==> src/rtl/debug_tx_framer.sv <==
// rtl/debug_tx_framer.sv - debug word FIFO and 7-byte frame serializer with FWFT byte output
module debug_tx_framer #(
  parameter int         DEPTH     = 4,
  parameter logic [7:0] SYNC_BYTE = 8'hA5
) (
  input  logic        clk,
  input  logic        rst_n,
  input  logic        wr_valid,
  output logic        wr_ready,
  input  logic [5:0]  wr_id,
  input  logic [31:0] wr_data,
  output logic        tx_empty,
  output logic [7:0]  tx_dout,
  input  logic        tx_rd_en,
  output logic        busy,
  output logic [7:0]  frame_count,
  output logic        overflow_err
);

  localparam int AW = $clog2(DEPTH);

  localparam logic [2:0] S_IDLE = 3'd0;
  localparam logic [2:0] S_SYNC = 3'd1;
  localparam logic [2:0] S_ID   = 3'd2;
  localparam logic [2:0] S_D0   = 3'd3;
  localparam logic [2:0] S_D1   = 3'd4;
  localparam logic [2:0] S_D2   = 3'd5;
  localparam logic [2:0] S_D3   = 3'd6;
  localparam logic [2:0] S_CSUM = 3'd7;

  // Each entry is {id, data}.
  logic [37:0] mem [DEPTH];
  logic [AW:0] wr_ptr;
  logic [AW:0] rd_ptr;

  logic        fifo_empty;
  logic        fifo_full;
  logic        wr_accept;
  logic        byte_pop;
  logic        load;
  logic        frame_done;

  logic [2:0]  state;
  logic [2:0]  state_nxt;
  logic [5:0]  frame_id;
  logic [31:0] frame_data;
  logic [7:0]  csum;

  // The extra pointer MSB tells a full FIFO apart from an empty one.
  assign fifo_empty = (wr_ptr == rd_ptr);
  assign fifo_full  = (wr_ptr[AW] != rd_ptr[AW]) && (wr_ptr[AW-1:0] == rd_ptr[AW-1:0]);
  assign wr_ready   = !fifo_full;
  assign wr_accept  = wr_valid && !fifo_full;

  // The byte interface is empty exactly when no frame is being presented.
  assign tx_empty   = (state == S_IDLE);
  assign byte_pop   = tx_rd_en && !tx_empty;
  assign frame_done = (state == S_CSUM) && byte_pop;

  // Load the frame register from idle, or straight after the checksum pop so frames run back to back.
  assign load = !fifo_empty && ((state == S_IDLE) || frame_done);
  assign busy = !tx_empty || !fifo_empty;

  assign csum = {2'b00, frame_id} ^ frame_data[7:0] ^ frame_data[15:8]
              ^ frame_data[23:16] ^ frame_data[31:24];

  // FIFO storage; contents need no reset because the pointers gate every read.
  always_ff @(posedge clk) begin
    if (wr_accept) begin
      mem[wr_ptr[AW-1:0]] <= {wr_id, wr_data};
    end
  end

  // FIFO pointers and the sticky overflow flag.
  always_ff @(posedge clk or negedge rst_n) begin
    if (!rst_n) begin
      wr_ptr       <= '0;
      rd_ptr       <= '0;
      overflow_err <= 1'b0;
    end else begin
      if (wr_accept) begin
        wr_ptr <= wr_ptr + 1'b1;
      end
      if (load) begin
        rd_ptr <= rd_ptr + 1'b1;
      end
      if (wr_valid && fifo_full) begin
        overflow_err <= 1'b1;
      end
    end
  end

  // Serializer next-state: bytes advance only when the transmitter pops.
  always_comb begin
    state_nxt = state;
    case (state)
      S_IDLE: begin
        if (!fifo_empty) begin
          state_nxt = S_SYNC;
        end
      end
      S_CSUM: begin
        if (byte_pop) begin
          state_nxt = fifo_empty ? S_IDLE : S_SYNC;
        end
      end
      default: begin
        if (byte_pop) begin
          state_nxt = state + 3'd1;
        end
      end
    endcase
  end

  // Serializer state, frame register and completed-frame counter.
  always_ff @(posedge clk or negedge rst_n) begin
    if (!rst_n) begin
      state       <= S_IDLE;
      frame_id    <= '0;
      frame_data  <= '0;
      frame_count <= '0;
    end else begin
      state <= state_nxt;
      if (load) begin
        {frame_id, frame_data} <= mem[rd_ptr[AW-1:0]];
      end
      if (frame_done) begin
        frame_count <= frame_count + 8'd1;
      end
    end
  end

  // Byte selected by the current state; idle drives zero.
  always_comb begin
    tx_dout = 8'h00;
    case (state)
      S_SYNC:  tx_dout = SYNC_BYTE;
      S_ID:    tx_dout = {2'b00, frame_id};
      S_D0:    tx_dout = frame_data[7:0];
      S_D1:    tx_dout = frame_data[15:8];
      S_D2:    tx_dout = frame_data[23:16];
      S_D3:    tx_dout = frame_data[31:24];
      S_CSUM:  tx_dout = csum;
      default: tx_dout = 8'h00;
    endcase
  end

endmodule

==> config.mk <==
export PLATFORM = sky130hd
export DESIGN_NAME = debug_tx_framer
export DESIGN_NICKNAME = d
export VERILOG_FILES = /design/src/rtl/debug_tx_framer.sv
export SDC_FILE = /design/constraint.sdc
export NUM_CORES = 1
export LEC_CHECK = 0
export BUFFER_PORTS_ARGS = -buffer_cell sky130_fd_sc_hd__buf_2
export CORE_ASPECT_RATIO = 0.5
export CORE_MARGIN = 10
export CORE_UTILIZATION = 30
export DETAILED_ROUTE_END_ITERATION = 12
export GPL_TIMING_DRIVEN = 0
export SLEW_MARGIN = 40
export SYNTH_ARGS = -nofsm -noshare
export SYNTH_HDL_FRONTEND = slang
export SYNTH_SLANG_ARGS = --single-unit
==> constraint.sdc <==
create_clock -name clk -period 2.8 [get_ports clk]
set_input_delay 0.56 -clock clk [delete_from_list [all_inputs] [get_ports clk]]
set_output_delay 0.56 -clock clk [all_outputs]
set_load 0.1 [all_outputs]
# [Word level (Yosys, flattened, before mapping)]
# Memory sizes are Yosys's and may differ from the RTL's. A register that Yosys moved wholly into a read port is not among the register bits.
# Cells that the tools add are included.
[op_classes] add_sub_neg=4 eq_ne=12 mux=8 n_bitwise=4 n_reduce_logical=15
[ops] operator="8-bit case mux with 7 select lines" count=1
[ops] operator="8-bit XOR" count=3
[ops] operator="3-bit equality test (second input constant)" count=4
[ops] operator="3-bit by 1-bit adder with 3-bit output (second input constant)" count=3
[ops] operator="3-bit 2-to-1 mux" count=3
[ops] operator="8-bit by 1-bit adder with 8-bit output (second input constant)" count=1
[ops] operator="6-bit by 8-bit XOR with 8-bit output" count=1
[ops] operator="3-bit by 2-bit equality test with 1-bit output (second input constant)" count=2
[ops] operator="1-bit logical AND" count=6
[ops] operator="3-bit case mux with 2 select lines" count=1
[ops] operator="1-bit zero test" count=4
[ops] operator="2-bit != test (second input constant)" count=2
[ops] operator="3-bit by 1-bit equality test with 1-bit output (second input constant)" count=1
[ops] operator="3-bit equality test" count=1
[ops] operator="3-bit zero test" count=1
[ops] operator="1-bit 2-to-1 mux" count=3
[ops] operator="3-bit AND reduction" count=1
[ops] operator="2-bit equality test" count=1
[ops] operator="1-bit logical OR" count=2
[ops] operator="2-bit nonzero test" count=1
[ops] operator="1-bit != test" count=1
[totals] register_bits=18 mem_bits_rw=152 in_bits=42 out_inout_bits=20 memories=1
[memory_table] name="mem" words=4 width=38 read_ports=1 rd_clocked_by_memory_dff=1 write_ports=1 line_no="32" source="logic [37:0] mem [DEPTH];"

# [Logic depth before layout (Yosys ltp)]
[logic_depth] depth_word=6 ltp_mapped=8 depth_no_buf=7

# [Worst setup path before layout]
# No wires, ideal clock.
[synth_path] path_type="flip-flop to output port" start="reg state[0]" end="out tx_dout[1]" arrival_ns=3.083 slack_ns=-0.843 stages_incl_launch_ff=5 path_cell_list="dfrtp_1 -> ha_1 -> ha_1 -> inv_1 -> o21ai_0"
[synth_via] elab_chain_cells=2
[synth_rtl] item="from (decl)" line_no="43" source="logic [2:0] state;"
[synth_rtl] item="from (signal assigned)" line_no="123" source="state <= state_nxt;"
[synth_rtl] item="3-bit equality test, or another cell as far along" line_no="136" source="case (state)"
[synth_rtl] item="8-bit case mux with 7 select lines (*)" line_no="136"
[synth_rtl] item="to (decl)" line_no="13" source="output logic [7:0] tx_dout,"
# Every way passes the cells marked *; elsewhere a longest branch is shown, timed or not.

# [Worst setup path in the final report]
[layout_path] start="reg state[0]" end="out tx_dout[6]"
# Same word-level chain as after synthesis.

==> impl_metrics.tcl <==
set metrics [dict create \
    status "complete, no violations" \
    criticalPathCategory "flip-flop to output pin" \
    p_sw_share_pct 37.99 \
    ioPinCount 62 \
    worstRegToRegCells 6 \
    dp_hpwl_mm 11.01 \
    cp_max_fo 10 \
    die_x_um 257.2 \
    yosysWarnings 0 \
    gp_congestion 0.7701 \
    dp.cells 886 \
    cts.sinks 208 \
    synth.top_cells.by_count "152 x edfxtp_1, 56 x dfrtp_1, 40 x mux2_2" \
    grt_overflow 0 \
    worst_setup_path_end_kind "output pin" \
    internal_power_mw 8.219 \
    grt_pass1_vias 4515 \
    start_kind "flip-flop" \
    worst_ep_arrival_time_ps 2150 \
    synth_area_per_cell_um2 19.05 \
    clock_skew_ps 9.618 \
    drtIter0Drc 209 \
    clk_latency_ps 490 \
    worst_pin_slew_ps 746.1 \
    yosys-top-cells-area "edfxtp_1 54%, dfrtp_1 17%, mux4_2 10%" \
    peakVddDrop_v 0.0005942 \
    slew_headroom_pct 50.26 \
    critPathMaxStageDelay_ps 440 \
    vias_per_cell 4.548 \
    crit_chain "inv_4 -> ha_4 -> buf_8 -> buf_4 -> a222oi_1 -> o221ai_2 -> buf_6" \
    fin_setup_tns_ps 0 \
    clock.fmax_mhz 369.5 \
    grt_pass1_wl_mm 26.79 \
    vias 4207 \
    detail_route.wl_per_cell_um 18.50 \
    setup_violations 0 \
    ctsLongestPathBuffers 3 \
    wl_mm 17.11 \
    dieArea_um2 35640 \
    clk_pin_slew_ps 60 \
    hold_viol 0 \
    ys_types 43 \
    cap_viol_max_count 0 \
    synth_top_area_share_pct 54.09 \
    fin_crit_ps 2706 \
    p_leak_nw 3.547 \
    drc 0 \
    antenna_found_initial 4 \
    yosys.area.top_type "edfxtp_1" \
    rsz0062_at_grt "true" \
    grt_use_total_pct 9.481 \
    seqPwrFrac_pct 36.6 \
    fin_crit_sh_pct 96.66 \
    synth_edf_count 152 \
    cts_max_level 1 \
    pre_cts_ws_ps -17.62 \
    maxSlewViolCount 0 \
    grt_max_degree 57 \
    layoutNonFillerInstCount 925 \
    synth_cells 443 \
    core_area_um2 27710 \
    power_density_nw_per_um2 1312 \
    synthArstFlopShare_pct 26.92 \
    hp-class "primary input to async pin" \
    num_rows 43 \
    p_switching_mw 5.035 \
    numCtsBuffers 21 \
    yosys_most_used_dff "edfxtp_1" \
    synth-seq-area-share_pct 70.70 \
    initial_core_util_pct 30.45 \
    combinationalPowerShare_pct 43.3 \
    synth_nets 497 \
    io_buffers 61 \
    syn-cell-area_um2 8438 \
    yosysMostFrequentCell "edfxtp_1" \
    cts_tree "done" \
    drive_gt1_share_pct 39.11 \
    drtAntennaViolNets 0 \
    ys_ff_latch 208 \
    clockRootBuffer "clkbuf_16" \
    fillers 2544 \
    power_frac_clock_pct 20.0 \
    die-height_um 138.6 \
    nets 582 \
    firstDrtPassIters 4 \
    ctsHoldBuffers 0 \
    slowest_stage "dfrtp_2" \
    setup_ws_ps 93.58 \
    area.growth.synth_to_final_pct 19.72 \
    required_ps 2240 \
]
[metrics by stage]
step | total power [mW] | hold WS [ps] | utilization [%] | cell area [µm²]
after floorplan | 9.014 | 264.4 | - | 8456
after global placement | 10.20 | 455.0 | 33.34 | 9239
after detailed placement | 10.30 | 469.0 | 33.41 | 9256
after CTS | 13.25 | 159.6 | 36.15 | 10020
after global routing | 13.97 | 185.5 | 36.46 | 10100
final | 13.25 | 136.4 | 36.46 | 10100
[worst max-delay path, delay by kind of cell, from the launching register on]
family | cells | cell delay, ps
AO/OA/AOI/OAI | 2 | 510
adder cells (fa/ha/maj) | 1 | 160
buffers and inverters | 4 | 550
flip-flops | 1 | 440
[what timing repair did]
action,in CTS,in global routing
gates resized for setup,31,16
hold endpoints to repair,0,0
pin swaps,2,3
setup buffers,2,2
setup endpoints to repair,8,7
[metal layers]
layer / vias up / routed length, µm / track usage [%]
li1: 1917 / - / -
met1: 2198 / 7215 / 11.48
met2: 61 / 8788 / 16.73
met3: 25 / 653 / 2.107
met4: 6 / 410 / 2.570
met5: - / 41 / 0
[sequential cells by signal, summed over array words and instances (netlist names)]
name	cells
frame_data	32
mem	152
overflow_err	1
state	3
frame_count	8
wr_ptr	3
rd_ptr	3
frame_id	6
[logic make-up (layout without fill, tap and decap cells)]
family / count (synthesis) / in the layout / synth area share [%]
DFF: 208 / 208 / 70.70
other: 0 / 1 / 0
buffers and inverters: 27 / 126 / 1.675
adders and majority gates: 12 / 12 / 1.779
xor gates and xnor gates: 42 / 42 / 4.686
AOI/OAI and AO/OA: 32 / 32 / 2.892
muxes: 80 / 80 / 15.75
and+or+nand+nor: 42 / 42 / 2.521
[cells in the final DEF, fill, tap and decap left out, types with 6 or more instances in the layout]
cell type and n:
nor2_1 7, edfxtp_1 152, mux2_2 40, dfrtp_1 54
nand2_1 19, clkbuf_1 8, xor2_1 13, buf_6 6
ha_1 6, clkbuf_16 21, mux4_2 38, buf_2 56
xnor2_1 27, buf_4 13
[power groups by stage]
stage | Clock (mW) | Sequential, mW | Combinational [mW]
global placement | 0 | 4.86 | 5.33
detailed placement | 0 | 4.89 | 5.41
CTS | 2.71 | 4.84 | 5.70
finish | 2.65 | 4.85 | 5.74
floorplan | 0 | 4.90 | 4.11
global route | 2.84 | 4.96 | 6.17
[area by class of cell]
class	instances	area, µm²	area share, %
Inverter	9	42.54	0.4211
Sequential cell	208	5968	59.08
Antenna cell	1	2.502	0.02477
Timing Repair Buffer	65	385.4	3.815
Clock buffer	27	548.0	5.425
Clock inverter	10	96.34	0.9537
Buffer	15	106.4	1.053
Multi-Input combinational cell	208	2475	24.50
Tap cell	382	478.0	4.731
[path summary, 6_finish.rpt]
check	start	to	slack (ps)
setup / recovery	state[0]	tx_dout[6]	90
hold / removal	rst_n	frame_count[6]	140
setup reg to reg	state[0]	frame_count[1]	420
hold reg to reg	frame_count[7]	frame_count[7]	470
max in group asynchronous	rst_n	state[1]	2130
min in group clk	wr_data[29]	mem[2][29]	290
No activity file was read; power rests on OpenSTA's default activity.
